$ cat src/rtl/fetch_buffer.sv
// Fetch buffer: decouples the PC/instruction-cache front end from Decode with a
// small FIFO, and owns the registered Decode-stage instruction/PC outputs.
module fetch_buffer #(
   parameter int unsigned             WORD_SIZE  = 32,
   parameter int unsigned             DEPTH      = 4,
   parameter logic [WORD_SIZE-1:0]    PC_INITIAL = 32'h0000_1000,
   parameter logic [WORD_SIZE-1:0]    NOP        = 32'h0000_0013
) (
   input  logic                         clk,
   input  logic                         rst,
   input  logic                         RedirectE,
   input  logic [WORD_SIZE-1:0]         RedirectPCE,
   input  logic                         StallF,
   input  logic                         StallD,
   input  logic                         FlushD,
   output logic [WORD_SIZE-1:0]         PCF,
   input  logic [WORD_SIZE-1:0]         CacheInstr,
   input  logic                         CacheStall,
   output logic [WORD_SIZE-1:0]         InstrD,
   output logic [WORD_SIZE-1:0]         PCD,
   output logic [WORD_SIZE-1:0]         PCPlus4D,
   output logic                         ValidD,
   output logic [$clog2(DEPTH+1)-1:0]   QCount
);

   localparam int unsigned CW = $clog2(DEPTH + 1);
   localparam int unsigned PW = $clog2(DEPTH);

   typedef struct packed {
      logic [WORD_SIZE-1:0] pc;
      logic [WORD_SIZE-1:0] instr;
   } entry_t;

   entry_t               mem_q [DEPTH];
   entry_t               mem_d [DEPTH];
   logic [PW-1:0]        head_q, head_d;
   logic [PW-1:0]        tail_q, tail_d;
   logic [CW-1:0]        count_q, count_d;
   logic [WORD_SIZE-1:0] pcf_q, pcf_d;
   logic [WORD_SIZE-1:0] instr_d_q, instr_d_d;
   logic [WORD_SIZE-1:0] pc_d_q, pc_d_d;
   logic [WORD_SIZE-1:0] pc4_d_q, pc4_d_d;
   logic                 valid_d_q, valid_d_d;
   logic                 pop_c;
   logic                 acc_c;

   // Handshake: pop toward Decode, accept from the cache (a full queue accepts only while popping).
   always_comb begin
      pop_c = !StallD && !FlushD && !RedirectE && (count_q != '0);
      acc_c = !CacheStall && !StallF && !RedirectE &&
              ((count_q < CW'(DEPTH)) || pop_c);
   end

   // Next PC, queue bookkeeping and Decode-stage register loads; redirect wins over all stalls.
   always_comb begin
      pcf_d     = pcf_q;
      mem_d     = mem_q;
      head_d    = head_q;
      tail_d    = tail_q;
      count_d   = count_q;
      instr_d_d = instr_d_q;
      pc_d_d    = pc_d_q;
      pc4_d_d   = pc4_d_q;
      valid_d_d = valid_d_q;

      if (RedirectE) begin
         pcf_d     = RedirectPCE;
         head_d    = '0;
         tail_d    = '0;
         count_d   = '0;
         instr_d_d = NOP;
         valid_d_d = 1'b0;
      end else begin
         if (acc_c) begin
            mem_d[tail_q] = '{pc: pcf_q, instr: CacheInstr};
            tail_d        = tail_q + PW'(1);
            pcf_d         = pcf_q + WORD_SIZE'(4);
         end
         if (pop_c) begin
            head_d = head_q + PW'(1);
         end
         count_d = count_q + CW'(acc_c) - CW'(pop_c);

         if (FlushD) begin
            instr_d_d = NOP;
            valid_d_d = 1'b0;
         end else if (!StallD) begin
            if (pop_c) begin
               instr_d_d = mem_q[head_q].instr;
               pc_d_d    = mem_q[head_q].pc;
               pc4_d_d   = mem_q[head_q].pc + WORD_SIZE'(4);
               valid_d_d = 1'b1;
            end else begin
               instr_d_d = NOP;
               valid_d_d = 1'b0;
            end
         end
      end
   end

   // Control and Decode-stage state registers with synchronous reset.
   always_ff @(posedge clk) begin
      if (rst) begin
         pcf_q     <= PC_INITIAL;
         head_q    <= '0;
         tail_q    <= '0;
         count_q   <= '0;
         instr_d_q <= NOP;
         pc_d_q    <= PC_INITIAL;
         pc4_d_q   <= PC_INITIAL + WORD_SIZE'(4);
         valid_d_q <= 1'b0;
      end else begin
         pcf_q     <= pcf_d;
         head_q    <= head_d;
         tail_q    <= tail_d;
         count_q   <= count_d;
         instr_d_q <= instr_d_d;
         pc_d_q    <= pc_d_d;
         pc4_d_q   <= pc4_d_d;
         valid_d_q <= valid_d_d;
      end
   end

   // Queue storage; contents are don't-care after reset since the count is cleared.
   always_ff @(posedge clk) begin
      mem_q <= mem_d;
   end

   assign PCF      = pcf_q;
   assign InstrD   = instr_d_q;
   assign PCD      = pc_d_q;
   assign PCPlus4D = pc4_d_q;
   assign ValidD   = valid_d_q;
   assign QCount   = count_q;

endmodule

$ cat config.mk
export PLATFORM = sky130hd
export DESIGN_NAME = fetch_buffer
export DESIGN_NICKNAME = d
export VERILOG_FILES = /design/src/rtl/fetch_buffer.sv
export SDC_FILE = /design/constraint.sdc
export NUM_CORES = 1
export LEC_CHECK = 0
export ABC_AREA = 1
export ABC_CLOCK_PERIOD_IN_PS = 7700
export CAP_MARGIN = 20
export CORE_ASPECT_RATIO = 1.5
export CORE_MARGIN = 4
export CORE_UTILIZATION = 25
export CTS_BUF_LIST = sky130_fd_sc_hd__clkbuf_2 sky130_fd_sc_hd__clkbuf_4 sky130_fd_sc_hd__clkbuf_8
export DETAILED_ROUTE_END_ITERATION = 10
export GPL_ROUTABILITY_DRIVEN = 0
export PLACE_DENSITY = 0.4
export SYNTH_ARGS = -nofsm -noshare
export SYNTH_HDL_FRONTEND = slang
export SYNTH_SLANG_ARGS = --single-unit
$ cat constraint.sdc
create_clock -name clk -period 7.7 [get_ports clk]
set_clock_uncertainty 0.15 [all_clocks]
set_input_delay 1.54 -clock clk [delete_from_list [all_inputs] [get_ports clk]]
set_output_delay 1.54 -clock clk [all_outputs]
set_load 0.02 [all_outputs]
# After elaboration in Yosys (flattened, before gate mapping)
# Index checks and enable logic that the tools add are counted.
totals:
  register_bits: 392
  output_inout_bits: 132
  elab_cells: 60
  in_bits: 71
classes:
  n_mux: 10
  bitwise: 5
  reduce_logical: 19
  n_lt_le_gt_ge: 4
  n_addsub: 6
op_table:
  columns: ["operator", "count"]
  rows:
  - ["256-bit bitwise mux", 1]
  - ["64-bit two-way mux", 3]
  - ["64-bit binary-select mux with 2-bit select", 1]
  - ["64-bit demux with 2-bit select", 1]
  - ["32-bit two-way mux", 3]
  - ["32-bit by 3-bit adder with 32-bit output, second input constant", 2]
  - ["1-bit logical AND", 7]
  - ["3-bit greater-or-equal comparator, second input constant", 2]
  - ["2-bit inverter with 3-bit output", 2]
  - ["1-bit zero test", 5]
  - ["2-bit by 1-bit adder with 2-bit output, second input constant", 2]
  - ["4-bit AND reduction", 1]
  - ["3-bit by 1-bit adder with 3-bit output", 1]
  - ["3-bit by 1-bit less-than comparator with 1-bit output, second input constant", 1]
  - ["3-bit less-than comparator, second input constant", 1]
  - ["1-bit inverter", 3]
  - ["3-bit nonzero test", 1]
  - ["3-bit OR reduction", 1]
  - ["3-bit by 1-bit subtractor with 3-bit output", 1]
  - ["2-bit AND reduction", 1]
  - ["2-bit nonzero test", 1]
  - ["2-bit OR reduction", 1]
  - ["1-bit logical OR", 1]
  - ["1-bit two-way mux", 1]

# Depth between registers and ports, before layout
# Gate-level depths: netlist of run 1.
depth:
  word_depth: 8
  ltp_mapped: 16
  depth_no_buf: 15

# Least setup slack after synthesis of run 1
# No wires, ideal clock.
synth_timing:
  path_type: "input port to flip-flop"
  from: "input RedirectE"
  to: "register mem_q[0] (netlist bit) (enable)"
  path_slack_ns: 2.027
  n_path_buf: 3
  required_ns: 7.064
  stages: 6
  setup_time_ns: 0.486
  arrival_ns: 5.037
  cell_sequence: "clkbuf_1 -> nor3_1 -> o21ai_1 -> buf_2 -> buf_2 -> nor2_1"
synth_between:
  elab_chain_cells: 6
  elab_cells_between_ends: 8
  classes_between: "bitwise: 1; reduce/logical: 7"
synth_rtl:
  columns: ["item", "line_no", "rtl"]
  rows:
  - ["start, declared", "11", "input logic RedirectE,"]
  - ["1-bit zero test", "49, 50", null]
  - ["1-bit logical AND (2 in a row)", "49", "pop_c = !StallD && !FlushD && !RedirectE && (count_q != '0);"]
  - ["1-bit logical OR", "51", "((count_q < CW'(DEPTH)) || pop_c);"]
  - ["1-bit logical AND", "50", "acc_c = !CacheStall && !StallF && !RedirectE &&"]
  - ["2-bit AND reduction (no source line) *", null, null]
  - ["end signal, assigned", "126", "mem_q <= mem_d;"]
  - ["end, declared", "34", "entry_t mem_q [DEPTH];"]
# Every way passes the cells marked *; elsewhere a longest branch is shown, timed or not.
# A chain may end at the register's enable or synchronous reset.

# Final worst setup path of run 1
layout_timing:
  from: "input RedirectE"
  to: "register pc4_d_q[16], in the netlist PCPlus4D[16]"
layout_between:
  elab_chain_cells: 4
  elab_cells_between_ends: 5
  classes_between: "bitwise: 1; reduce/logical: 4"
layout_rtl:
  columns: ["item", "line_no", "rtl"]
  rows:
  - ["1-bit zero test", "49", null]
  - ["1-bit logical AND (2 in a row)", "49", null]
  - ["4-bit AND reduction (no source line) *", null, null]
  - ["end signal, assigned", "110", "pc4_d_q <= PC_INITIAL + WORD_SIZE'(4);"]
  - ["end signal, assigned", "119", "pc4_d_q <= pc4_d_d;"]
  - ["end, declared", "42", "logic [WORD_SIZE-1:0] pc4_d_q, pc4_d_d;"]
# Marks and branches as above.

==> results of run 1 <==
-- routing by layer --
layer	up-vias	share of wire [%]
met1	6161	42
met3	87	4.8
li1	6295	-
met2	357	51
met4	2	2.8
met5	-	0.013
-- flip-flops by register name, indices dropped and copies added (netlist names) --
signal and flops:
PCD 32, PCPlus4D 30, PCF 32, QCount 3, ValidD 1, InstrD 32
tail_q 2, head_q 2, mem_q 256
-- logic make-up (layout without fill, tap and decap cells) --
kind of cell / after synthesis / count (layout)
other: 0 / 1
adders and majority gates: 9 / 9
xor gates and xnor gates: 22 / 22
AOI/OAI and AO/OA: 284 / 284
and+or+nand+nor: 850 / 850
DFF: 390 / 390
buffers and inverters: 188 / 450
-- layout by cell type (no fill, tap or decap), types with 3 or more instances in the layout --
cell type | Yosys | layout
sky130_fd_sc_hd__nand4_1 | 6 | 6
sky130_fd_sc_hd__a31oi_1 | 23 | 23
sky130_fd_sc_hd__clkdlybuf4s50_1 | 0 | 201
sky130_fd_sc_hd__o311ai_0 | 3 | 3
sky130_fd_sc_hd__o22ai_1 | 31 | 31
sky130_fd_sc_hd__a21oi_1 | 86 | 86
sky130_fd_sc_hd__dfxtp_1 | 134 | 132
sky130_fd_sc_hd__buf_4 | 4 | 22
sky130_fd_sc_hd__nand2_1 | 503 | 503
sky130_fd_sc_hd__nor2_2 | 7 | 7
sky130_fd_sc_hd__clkbuf_8 | 0 | 78
sky130_fd_sc_hd__ha_1 | 8 | 8
sky130_fd_sc_hd__nand2_2 | 5 | 5
sky130_fd_sc_hd__o211ai_1 | 3 | 3
sky130_fd_sc_hd__inv_12 | 0 | 4
sky130_fd_sc_hd__xor2_1 | 18 | 18
sky130_fd_sc_hd__clkbuf_4 | 0 | 27
sky130_fd_sc_hd__nor2_1 | 217 | 213
sky130_fd_sc_hd__or2_2 | 4 | 4
sky130_fd_sc_hd__o221ai_1 | 3 | 3
sky130_fd_sc_hd__o21ai_0 | 124 | 124
sky130_fd_sc_hd__xnor2_1 | 4 | 4
sky130_fd_sc_hd__nor3_1 | 14 | 14
sky130_fd_sc_hd__clkinv_2 | 0 | 4
sky130_fd_sc_hd__inv_2 | 6 | 4
sky130_fd_sc_hd__edfxtp_1 | 256 | 256
sky130_fd_sc_hd__nor2_4 | 3 | 7
sky130_fd_sc_hd__clkinv_1 | 0 | 8
sky130_fd_sc_hd__nand3_1 | 87 | 87
sky130_fd_sc_hd__inv_1 | 92 | 92
-- power by group through the flow --
stage / registers (mW) / clock network [mW] / logic, mW
final: 2.29 / 2.08 / 0.225
after global routing: 2.30 / 2.25 / 0.247
after CTS: 2.29 / 2.16 / 0.230
after detailed placement: 2.34 / 0 / 0.229
after global placement: 2.34 / 0 / 0.227
after floorplan: 2.34 / 0 / 0.0846
-- metrics by stage --
step / setup WS, ns / cell area [um2]
2_1_floorplan: 2.027 / 16440
3_3_place_gp: 2.608 / 19340
3_5_place_dp: 2.529 / 19390
4_1_cts: 3.245 / 20890
5_1_grt: 2.894 / 20900
6_report: 3.202 / 20900
-- worst register-to-register path: stages (launching register included) --
cell and delay (ns):
sky130_fd_sc_hd__dfxtp_4 0.83, sky130_fd_sc_hd__clkinv_2 0.91, sky130_fd_sc_hd__buf_4 0.67, sky130_fd_sc_hd__nand2_1 0.19, sky130_fd_sc_hd__nand3_1 0.07, sky130_fd_sc_hd__nand2_1 0.19, sky130_fd_sc_hd__inv_1 0.13, sky130_fd_sc_hd__ha_1 0.26
sky130_fd_sc_hd__nand2_1 0.08, sky130_fd_sc_hd__nor2_1 0.07, sky130_fd_sc_hd__nand2_2 0.17, sky130_fd_sc_hd__nor2_4 0.10, sky130_fd_sc_hd__nand3b_1 0.17, sky130_fd_sc_hd__nand2_1 0.07, sky130_fd_sc_hd__nand2_1 0.06, sky130_fd_sc_hd__nor2_1 0.04
-- how the worst min path moves through the flow --
stage / cells after the start / slack, ns / to
after global routing: 2 / 0.33 / InstrD[28]$_SDFFE_PP0N_
after floorplan: 2 / 0.34 / tail_q[1]$_SDFFE_PP0P_
after CTS: 2 / 0.32 / InstrD[25]$_SDFFE_PP0N_
after detailed placement: 2 / 0.31 / InstrD[25]$_SDFFE_PP0N_
after global placement: 2 / 0.31 / InstrD[19]$_SDFFE_PP0N_
final: 2 / 0.32 / InstrD[20]$_SDFFE_PP0N_
-- final cells by class --
type	count	area, um2
multi-input cells	1165	5319
flip-flops and latches	390	10380
clock inverters	21	225.2
repair buffers	226	2237
fillers	6800	43860
diodes	1	2.502
clock buffers	105	1276
inverters	98	371.6
well taps	870	1089
==> impl_metrics.sql, run 1 <==
INSERT INTO impl_metrics (metric_group, metric, value, unit) VALUES
('synth', 'synthCells', '1743', ''),
('power', 'totalPowerFinal', '4.598', 'mW'),
('die', 'core_area', '0.06476', 'mm2'),
('die', 'design.portCount', '203', ''),
('global_routing', 'number_of_antenna_violations_at_the_first_check_in_global_routing', '2', ''),
('layout', 'layout.cells.non_filler', '2876', ''),
('layout', 'synthToLayoutAreaGrowth', '27.08', '%'),
('clock_network', 'postCtsSetupBuffers', '0', ''),
('worst_setup_path', 'worstPathBufferInverterCount', '5', ''),
('timing', 'setup_viol', '0', ''),
('worst_setup_path', 'path_depth', '10', ''),
('synth', 'cell_area_after_synthesis', '0.01644', 'mm2'),
('layout', 'post_route_cells_drive_above_1_share', '8.828', '%'),
('detailed_routing', 'drt.antenna.violating_nets', '0', ''),
('worst_setup_path', 'slowest_stage', 'sky130_fd_sc_hd__buf_4', ''),
('worst_setup_path', 'cp_cell_instances', 'clkdlybuf4s50_1, buf_4, nor3_1, o31ai_4, buf_4, inv_4, buf_4, nand3_1, o21ai_0, a21oi_1', ''),
('worst_setup_path', 'critical_path.startpoint_type', 'input pin', ''),
('placement', 'port-buffer-count', '202', ''),
('power', 'power.switching', '1.101', 'mW'),
('die', 'initial_core_util', '25.39', '%'),
('timing', 'report.final.slew_viol_count', '0', ''),
('power', 'internal_power', '3.498', 'mW'),
('worst_setup_path', 'worstSetupEndpoint', 'PCPlus4D[16]$_SDFFE_PP0P_', ''),
('synth', 'synth-adder-area-share', '0.7305', '%'),
('global_routing', 'global_route.usage.total', '15.64', '%'),
('outcome', 'outcome', 'finished clean', ''),
('worst_setup_path', 'cpPeakStageDelay', '0.72', 'ns'),
('worst_hold_path', 'hold_path_startpoint', 'InstrD[20]$_SDFFE_PP0N_', ''),
('synth', 'synthFlopType', 'sky130_fd_sc_hd__edfxtp_1', ''),
('global_routing', 'global_route_wire_length_before_repair', '83.30', 'mm'),
('worst_setup_path', 'reg2regPathDepth', '15', ''),
('worst_hold_path', 'hold_path.class', 'flip-flop to flip-flop', ''),
('timing', 'setup_repair_after_global_routing_missed_its_margin', 'no', ''),
('clock_network', 'cts.clk_slew.worst_paths', '0.06', 'ns'),
('power', 'share_comb_of_total_power', '4.9', '%'),
('placement', 'place.detailed.hpwl', '37.06', 'mm'),
('power', 'sw_frac_of_total', '23.93', '%'),
('worst_setup_path', 'end_kind', 'flip-flop', ''),
('detailed_routing', 'initialDrtViolationCount', '768', ''),
('global_routing', 'global_route.peak_usage_layer', 'met2', ''),
('synth', 'avg_inst_size_synth', '9.433', 'um2'),
('clock_network', 'h-tree-depth', '3', ''),
('die', 'die_y', '322.1', 'um'),
('worst_setup_path', 'timing.critical_path.mode_cell', 'sky130_fd_sc_hd__buf_4', ''),
('synth', 'yosys_register_bits', '390', ''),
('clock_network', 'cts_tree', 'done', ''),
('timing', 'timing.final.hold_violations', '0', ''),
('timing', 'max_freq', '222.3', 'MHz'),
('detailed_routing', 'route.detailed.drc', '0', ''),
('global_routing', 'gr-usage-met3', '3.086', '%'),
('power', 'sequential_share_of_power', '49.9', '%'),
('synth', 'share_of_yosys_cell_area_claimed_by_the_top_area_cell_type', '46.75', '%'),
('layout', 'nets', '2029', ''),
('global_routing', 'grt-ovfl-total', '0', ''),
('synth', 'synth_edf_count', '256', ''),
('clock_network', 'clock_latency', '0.68', 'ns'),
('worst_setup_path', 'timing.reg2reg.setup_slack', '3.44', 'ns'),
('global_routing', 'grt.met1_usage', '18.62', '%'),
('clock_network', 'cts-root-buf', 'sky130_fd_sc_hd__clkbuf_8', ''),
('worst_setup_path', 'worst-path-max-fanout', '85', ''),
('synth', 'ys.warnings.count', '0', ''),
('power', 'peakVddDrop', '0.1147', 'mV'),
('placement', 'dp_cells', '2749', ''),
('die', 'die_area', '0.07002', 'mm2'),
('synth', 'synthDistinctLibCells', '38', ''),
('layout', 'layout.core_utilization', '32.27', '%'),
('synth', 'synthMostInstantiatedCell', 'sky130_fd_sc_hd__nand2_1', ''),
('timing', 'whs', '0.3161', 'ns'),
('timing', 'maxSlewHeadroom', '26.02', '%'),
('timing', 'fin_crit_period', '4.498', 'ns'),
('detailed_routing', 'drt_pre_antenna_iters', '5', '');
(Power assumes the default switching activity.)
==> run 2: changes to the inputs <==
--- a/config.mk
+++ b/config.mk
@@ -6,7 +6,7 @@
 export NUM_CORES = 1
 export LEC_CHECK = 0
 export ABC_AREA = 1
-export ABC_CLOCK_PERIOD_IN_PS = 7700
+export ABC_CLOCK_PERIOD_IN_PS = 3800
 export CAP_MARGIN = 20
 export CORE_ASPECT_RATIO = 1.5
 export CORE_MARGIN = 4
@@ -14,7 +14,7 @@
 export CTS_BUF_LIST = sky130_fd_sc_hd__clkbuf_2 sky130_fd_sc_hd__clkbuf_4 sky130_fd_sc_hd__clkbuf_8
 export DETAILED_ROUTE_END_ITERATION = 10
 export GPL_ROUTABILITY_DRIVEN = 0
-export PLACE_DENSITY = 0.4
+export PLACE_DENSITY = 0.42
 export SYNTH_ARGS = -nofsm -noshare
 export SYNTH_HDL_FRONTEND = slang
 export SYNTH_SLANG_ARGS = --single-unit
==> constraint.sdc (replaced) <==
create_clock -name clk -period 3.8 [get_ports clk]
set_clock_uncertainty 0.15 [all_clocks]
set_input_delay 0.76 -clock clk [delete_from_list [all_inputs] [get_ports clk]]
set_output_delay 0.76 -clock clk [all_outputs]
set_load 0.02 [all_outputs]
==> run 2 against run 1 <==
  * Largest power group unchanged
  * Core utilization about the same
  * Via count about the same
  * Highest routed layer unchanged
  * Setup slack lost 2.4 ns
  * Largest cell class unchanged
  * Worst hold slack improved by 0.0016 ns
==> impl_metrics.sql, run 2 (synthesis results as in run 1) <==
INSERT INTO impl_metrics (metric_group, metric, value, unit) VALUES
('layout', 'fill_cells', '6842', ''),
('layout', 'ff_latch_area', '0.01038', 'mm2'),
('layout', 'layout.cells.non_filler', '2884', ''),
('clock_network', 'cts_tree', 'done', ''),
('layout', 'post_route_cells_drive_above_1_share', '9.059', '%'),
('power', 'sw_frac_of_total', '23.44', '%'),
('layout', 'multi_input_gate_area_in_the_final_layout', '0.005319', 'mm2'),
('clock_network', 'h-tree-depth', '3', ''),
('clock_network', 'ctsHoldBuffers', '0', ''),
('detailed_routing', 'route.vias.total', '12901', ''),
('power', 'sequential_share_of_power', '51.9', '%'),
('detailed_routing', 'route.detailed.drc', '0', ''),
('power', 'internal_power', '6.854', 'mW'),
('die', 'initial_core_util', '25.39', '%'),
('die', 'die_area', '0.07002', 'mm2'),
('timing', 'final.period_utilization', '78.64', '%'),
('die', 'core_area', '0.06476', 'mm2'),
('worst_setup_path', 'worstSetupPathType', 'flip-flop to flip-flop', ''),
('worst_setup_path', 'timing.critical_path.arrival', '3.40', 'ns'),
('layout', 'layout.core_utilization', '32.26', '%'),
('power', 'pwr_density_cell', '428.5', 'mW/mm2'),
('timing', 'worst-slew-pin-transition', '0.7227', 'ns'),
('layout', 'nets', '2034', ''),
('timing', 'totalNegativeSetupSlack', '0', 'ns'),
('layout', 'final_common_cell', 'sky130_fd_sc_hd__nand2_1', ''),
('clock_network', 'tritoncts.num_buffers', '68', ''),
('power', 'share_comb_of_total_power', '4.9', '%'),
('global_routing', 'first_global_vias', '13031', ''),
('layout', 'largest_reg_flops', '256', ''),
('worst_setup_path', 'worst-path-max-fanout', '51', ''),
('clock_network', 'clock_latency', '0.63', 'ns'),
('outcome', 'outcome', 'finished clean', ''),
('timing', 'fin_crit_period', '2.988', 'ns'),
('die', 'fp_rows', '114', ''),
('clock_network', 'cts.clk_slew.worst_paths', '0.06', 'ns'),
('detailed_routing', 'drt_pre_antenna_iters', '5', ''),
('worst_setup_path', 'critical_path.startpoint_type', 'flip-flop', ''),
('timing', 'setup_viol', '0', ''),
('timing', 'finalWorstSetupSlack', '0.8117', 'ns'),
('global_routing', 'global_route.usage.total', '14.99', '%'),
('power', 'power.leakage', '7.526', 'nW'),
('timing', 'timing.final.hold_violations', '0', ''),
('timing', 'report.final.slew_viol_count', '0', ''),
('clock_network', 'cts_repair_resize_count', '0', ''),
('layout', 'synthToLayoutAreaGrowth', '27.05', '%'),
('layout', 'mostFrequentLayoutCells', '503 x sky130_fd_sc_hd__nand2_1, 256 x sky130_fd_sc_hd__edfxtp_1, 213 x sky130_fd_sc_hd__nor2_1', ''),
('power', 'totalPowerFinal', '8.952', 'mW'),
('detailed_routing', 'initialDrtViolationCount', '853', ''),
('worst_setup_path', 'cp.required', '4.21', 'ns'),
('placement', 'place_worst_setup_slack', '0.3676', 'ns'),
('power', 'clkPwrFrac', '43.2', '%'),
('power', 'peakVddDrop', '0.2340', 'mV'),
('placement', 'port-buffer-count', '202', ''),
('worst_hold_path', 'hold_path.class', 'flip-flop to flip-flop', ''),
('clock_network', 'postCtsSetupBuffers', '0', ''),
('die', 'die_y', '322.1', 'um'),
('clock_network', 'clock_sink_count', '390', ''),
('timing', 'maxSlewHeadroom', '51.82', '%'),
('timing', 'setup_repair_after_global_routing_missed_its_margin', 'no', ''),
('run', 'maxCapViolCount', '0', ''),
('global_routing', 'number_of_antenna_violations_at_the_first_check_in_global_routing', '6', ''),
('timing', 'max_freq', '334.6', 'MHz'),
('global_routing', 'global_route_wire_length_before_repair', '79.85', 'mm'),
('global_routing', 'grt_max_degree', '123', ''),
('die', 'design.portCount', '203', ''),
('clock_network', 'clock_tree.buffer_depth', '3', ''),
('detailed_routing', 'post_drt_wl_per_cell', '18.41', 'um'),
('power', 'power.switching', '2.099', 'mW'),
('worst_setup_path', 'end_kind', 'flip-flop', ''),
('die', 'die_width', '217.4', 'um'),
('global_routing', 'grt-ovfl-total', '0', ''),
('detailed_routing', 'drt-total-wl', '53.11', 'mm'),
('detailed_routing', 'drt.antenna.violating_nets', '0', ''),
('layout', 'registers.top_by_ff_count', 'mem_q', ''),
('placement', 'dp_cells', '2754', ''),
('placement', 'place.detailed.hpwl', '35.87', 'mm'),
('clock_network', 'cts-root-buf', 'sky130_fd_sc_hd__clkbuf_8', ''),
('detailed_routing', 'post_drt_via_cell_ratio', '4.473', '');
==> run 2: cell types whose count changed in the layout (fill, tap and decap cells not counted), sizes merged <==
cell,before,now
buf,25,30
clkinvlp,1,3
bufinv,2,0
diode,1,5
inv,103,100
clkinv,13,18
clkbuf,105,102
==> run 2: per-stage QoR <==
step / area (um2) / hold WS, ns
2_1_floorplan: 16450 / 0.3399
3_3_place_gp: 19510 / 0.3030
3_5_place_dp: 19510 / 0.3077
4_1_cts: 20880 / 0.3179
5_1_grt: 20880 / 0.3362
6_report: 20890 / 0.3177
==> run 2: path summary, 6_finish.rpt <==
kind	to	slack [ns]	from	cells after the start
max	PCPlus4D[24]$_SDFFE_PP0P_	0.81	head_q[0]$_SDFFE_PP0P_	11
min	PCD[26]$_SDFFE_PP0P_	0.32	PCD[26]$_SDFFE_PP0P_	2
max reg2reg	PCPlus4D[24]$_SDFFE_PP0P_	0.81	head_q[0]$_SDFFE_PP0P_	11
min reg2reg	PCD[26]$_SDFFE_PP0P_	0.32	PCD[26]$_SDFFE_PP0P_	2
==> run 2: critical path: stages (launching register included) <==
cell and delay (ns):
sky130_fd_sc_hd__dfxtp_4 0.49, sky130_fd_sc_hd__buf_4 0.52, sky130_fd_sc_hd__nand2_1 0.10, sky130_fd_sc_hd__nand2_1 0.11, sky130_fd_sc_hd__nand2_1 0.09, sky130_fd_sc_hd__nand2_1 0.22
sky130_fd_sc_hd__nand3_1 0.17, sky130_fd_sc_hd__nor2_1 0.56, sky130_fd_sc_hd__nand3_1 0.20, sky130_fd_sc_hd__nand2_1 0.09, sky130_fd_sc_hd__nand2_1 0.06, sky130_fd_sc_hd__a21oi_1 0.11
==> run 2: metal layers <==
| layer | up-vias | GRT usage, % | wire (um) |
|---|---|---|---|
| li1 | 6301 | - | - |
| met1 | 6110 | 16.93 | 21090 |
| met2 | 375 | 26.41 | 26680 |
| met3 | 113 | 3.548 | 3036 |
| met4 | 2 | 7.480 | 2282 |
| met5 | - | 0 | 13 |
==> run 2: area by class of cell <==
class	count	area share, %
tap	870	5.211
antenna	5	0.05989
inverter	98	1.779
sequential	390	49.66
timing repair buffer	231	11.30
clock inverter	23	0.5870
clock buffer	102	5.942
multi-input combinational	1165	25.46
==> run 2: power groups by stage <==
stage / registers (mW) / clock network [mW] / logic (mW)
global route: 4.65 / 4.23 / 0.484
finish: 4.65 / 3.86 / 0.441
floorplan: 4.74 / 0 / 0.172
global placement: 4.74 / 0 / 0.447
detailed placement: 4.74 / 0 / 0.449
CTS: 4.65 / 4.04 / 0.450
==> run 3: changes to the inputs <==
--- a/config.mk
+++ b/config.mk
@@ -6,7 +6,7 @@
 export NUM_CORES = 1
 export LEC_CHECK = 0
 export ABC_AREA = 1
-export ABC_CLOCK_PERIOD_IN_PS = 3800
+export ABC_CLOCK_PERIOD_IN_PS = 2950
 export CAP_MARGIN = 20
 export CORE_ASPECT_RATIO = 1.5
 export CORE_MARGIN = 4
@@ -14,7 +14,7 @@
 export CTS_BUF_LIST = sky130_fd_sc_hd__clkbuf_2 sky130_fd_sc_hd__clkbuf_4 sky130_fd_sc_hd__clkbuf_8
 export DETAILED_ROUTE_END_ITERATION = 10
 export GPL_ROUTABILITY_DRIVEN = 0
-export PLACE_DENSITY = 0.42
+export PLACE_DENSITY = 0.4
 export SYNTH_ARGS = -nofsm -noshare
 export SYNTH_HDL_FRONTEND = slang
 export SYNTH_SLANG_ARGS = --single-unit
==> constraint.sdc (replaced) <==
create_clock -name clk -period 2.95 [get_ports clk]
set_clock_uncertainty 0.15 [all_clocks]
set_input_delay 0.59 -clock clk [delete_from_list [all_inputs] [get_ports clk]]
set_output_delay 0.59 -clock clk [all_outputs]
set_load 0.02 [all_outputs]
==> run 3 against run 2 <==
  * Global-route usage grew 0.78 points
  * First-iteration DRC count down 5.3%
  * Core utilization increased by 0.50 points
  * Combinational power grew 39%
  * Largest power group unchanged
==> impl_metrics.sql, run 3 (synthesis results as in run 1) <==
INSERT INTO impl_metrics (metric_group, metric, value, unit) VALUES
('placement', 'place_worst_setup_slack', '0.08958', 'ns'),
('clock_network', 'cts.clk_slew.worst_paths', '0.06', 'ns'),
('worst_setup_path', 'reg2regPathDepth', '13', ''),
('global_routing', 'gr-usage-met2', '28.58', '%'),
('worst_setup_path', 'cp_cell_instances', 'clkdlybuf4s50_1', ''),
('clock_network', 'cts_tree', 'done', ''),
('timing', 'totalNegativeSetupSlack', '0', 'ns'),
('timing', 'setup_repair_after_global_routing_missed_its_margin', 'no', ''),
('layout', 'post-route-cell-area', '0.02121', 'mm2'),
('clock_network', 'postCtsSetupBuffers', '0', ''),
('worst_setup_path', 'timing.reg2reg.setup_slack', '0.25', 'ns'),
('layout', 'layout.core_utilization', '32.76', '%'),
('layout', 'registers.top_by_ff_count', 'mem_q', ''),
('detailed_routing', 'route.detailed.drc', '0', ''),
('layout', 'largest_reg_flops', '256', ''),
('detailed_routing', 'route.vias.total', '13000', ''),
('outcome', 'outcome', 'finished clean', ''),
('layout', 'synthToLayoutAreaGrowth', '29.02', '%'),
('layout', 'mostFrequentLayoutCells', '503 x sky130_fd_sc_hd__nand2_1, 256 x sky130_fd_sc_hd__edfxtp_1, 213 x sky130_fd_sc_hd__nor2_1', ''),
('detailed_routing', 'drt.antenna.violating_nets', '0', ''),
('power', 'power.leakage', '7.716', 'nW'),
('global_routing', 'global_route.usage.total', '15.77', '%'),
('worst_setup_path', 'slowest_stage', 'sky130_fd_sc_hd__clkdlybuf4s50_1', ''),
('power', 'peakVddDrop', '0.3855', 'mV'),
('global_routing', 'first_global_vias', '13130', ''),
('global_routing', 'grt_max_degree', '70', ''),
('timing', 'report.final.slew_viol_count', '0', ''),
('worst_setup_path', 'cpPeakStageDelay', '0.76', 'ns'),
('timing', 'maxSlewHeadroom', '46.98', '%'),
('die', 'fp_rows', '114', ''),
('global_routing', 'grt.met1_usage', '17.49', '%'),
('placement', 'place.detailed.hpwl', '38.38', 'mm'),
('clock_network', 'h-tree-depth', '3', ''),
('power', 'totalPowerFinal', '11.73', 'mW'),
('clock_network', 'tritoncts.num_buffers', '68', ''),
('die', 'design.portCount', '203', ''),
('timing', 'whs', '0.2434', 'ns'),
('clock_network', 'clock_tree.buffer_depth', '3', ''),
('timing', 'setup_viol', '0', ''),
('timing', 'fin_crit_period', '2.731', 'ns'),
('detailed_routing', 'drt-total-wl', '55.67', 'mm'),
('detailed_routing', 'initialDrtViolationCount', '808', ''),
('worst_setup_path', 'family_with_the_most_delay_on_the_worst_path', 'buffers and inverters', ''),
('global_routing', 'gr-usage-met3', '3.878', '%'),
('worst_setup_path', 'timing.critical_path.arrival', '1.99', 'ns'),
('die', 'initial_core_util', '25.39', '%'),
('layout', 'final_common_cell', 'sky130_fd_sc_hd__nand2_1', ''),
('layout', 'layout.cells.non_filler', '2911', ''),
('worst_setup_path', 'worstSetupPathType', 'flip-flop to primary output', ''),
('global_routing', 'global_route_wire_length_before_repair', '83.05', 'mm'),
('worst_hold_path', 'hold_path.class', 'input pin to flip-flop', ''),
('timing', 'timing.final.hold_violations', '0', ''),
('timing', 'worst-slew-pin-transition', '0.7953', 'ns'),
('die', 'core_area', '0.06476', 'mm2'),
('placement', 'dp_cells', '2782', ''),
('die', 'die_width', '217.4', 'um'),
('global_routing', 'grt-ovfl-total', '0', ''),
('placement', 'port-buffer-count', '202', ''),
('clock_network', 'cts-root-buf', 'sky130_fd_sc_hd__clkbuf_8', ''),
('clock_network', 'ctsHoldBuffers', '0', ''),
('worst_setup_path', 'critical_path.startpoint_type', 'flip-flop', ''),
('clock_network', 'clock_sink_count', '390', ''),
('timing', 'max_freq', '366.2', 'MHz'),
('timing', 'finalWorstSetupSlack', '0.2191', 'ns'),
('run', 'maxCapViolCount', '0', ''),
('timing', 'final.period_utilization', '92.57', '%'),
('detailed_routing', 'drt_pre_antenna_iters', '6', ''),
('clock_network', 'clock_latency', '0.63', 'ns'),
('detailed_routing', 'post_drt_wl_per_cell', '19.13', 'um'),
('global_routing', 'global_route.peak_usage_layer', 'met2', ''),
('clock_network', 'cts_repair_resize_count', '0', ''),
('die', 'die_area', '0.07002', 'mm2'),
('layout', 'post_route_cells_drive_above_1_share', '10.26', '%'),
('worst_setup_path', 'worst-path-max-fanout', '9', ''),
('worst_setup_path', 'path_depth', '1', ''),
('worst_setup_path', 'worstPathBufferInverterCount', '1', ''),
('worst_setup_path', 'end_kind', 'primary output', ''),
('worst_setup_path', 'cp.required', '2.21', 'ns'),
('placement', 'dpl_cell_area', '0.01978', 'mm2'),
('worst_setup_path', 'worstSetupEndpoint', 'PCF[9]', ''),
('layout', 'nets', '2062', ''),
('detailed_routing', 'post_drt_via_cell_ratio', '4.466', ''),
('global_routing', 'number_of_antenna_violations_at_the_first_check_in_global_routing', '9', ''),
('power', 'pwr_density_cell', '552.8', 'mW/mm2'),
('worst_setup_path', 'r2r_start', 'head_q[0]$_SDFFE_PP0P_', ''),
('worst_setup_path', 'worst_setup_path_startpoint', 'PCF[9]$_SDFFE_PP0P_', ''),
('die', 'die_y', '322.1', 'um'),
('worst_setup_path', 'regToRegEndpoint', 'PCPlus4D[18]$_SDFFE_PP0P_', '');
==> run 3: worst min path at each step <==
stage | startpoint | slack [ns] | end | depth (start not counted)
after CTS | rst | 0.16 | tail_q[1]$_SDFFE_PP0P_ | 4
final | rst | 0.24 | head_q[1]$_SDFFE_PP0P_ | 4
after global routing | rst | 0.22 | head_q[1]$_SDFFE_PP0P_ | 4
after detailed placement | PCD[25]$_SDFFE_PP0P_ | 0.31 | PCD[25]$_SDFFE_PP0P_ | 2
after floorplan | tail_q[1]$_SDFFE_PP0P_ | 0.34 | tail_q[1]$_SDFFE_PP0P_ | 2
after global placement | ValidD$_SDFFE_PP0N_ | 0.30 | ValidD$_SDFFE_PP0N_ | 2
==> run 3: report_power, final <==
part	total, mW	switching (mW)	internal, mW
registers	5.97	0.0792	5.89
logic	0.615	0.368	0.247
clock network	5.14	2.27	2.87
==> run 3: tightest hold or removal path: stages <==
cell and delay, ns:
sky130_fd_sc_hd__buf_2 0.14, sky130_fd_sc_hd__nor2_1 0.10, sky130_fd_sc_hd__o21ai_0 0.08, sky130_fd_sc_hd__a21oi_1 0.06
==> run 3: final cells by class <==
cell class	instances	area [um2]
Timing Repair Buffer	259	2620
Multi-Input combinational cell	1165	5319
Tap cell	870	1089
Fill cell	6753	43540
Sequential cell	390	10380
Antenna cell	4	10.01
Clock buffer	100	1270
Clock inverter	25	158.9
Inverter	98	372.9
==> run 3: layer usage <==
metal	up-vias	share of wire [%]
met5	-	0.11
met4	10	3.7
met3	108	5.7
met2	355	51
met1	6166	39
li1	6361	-
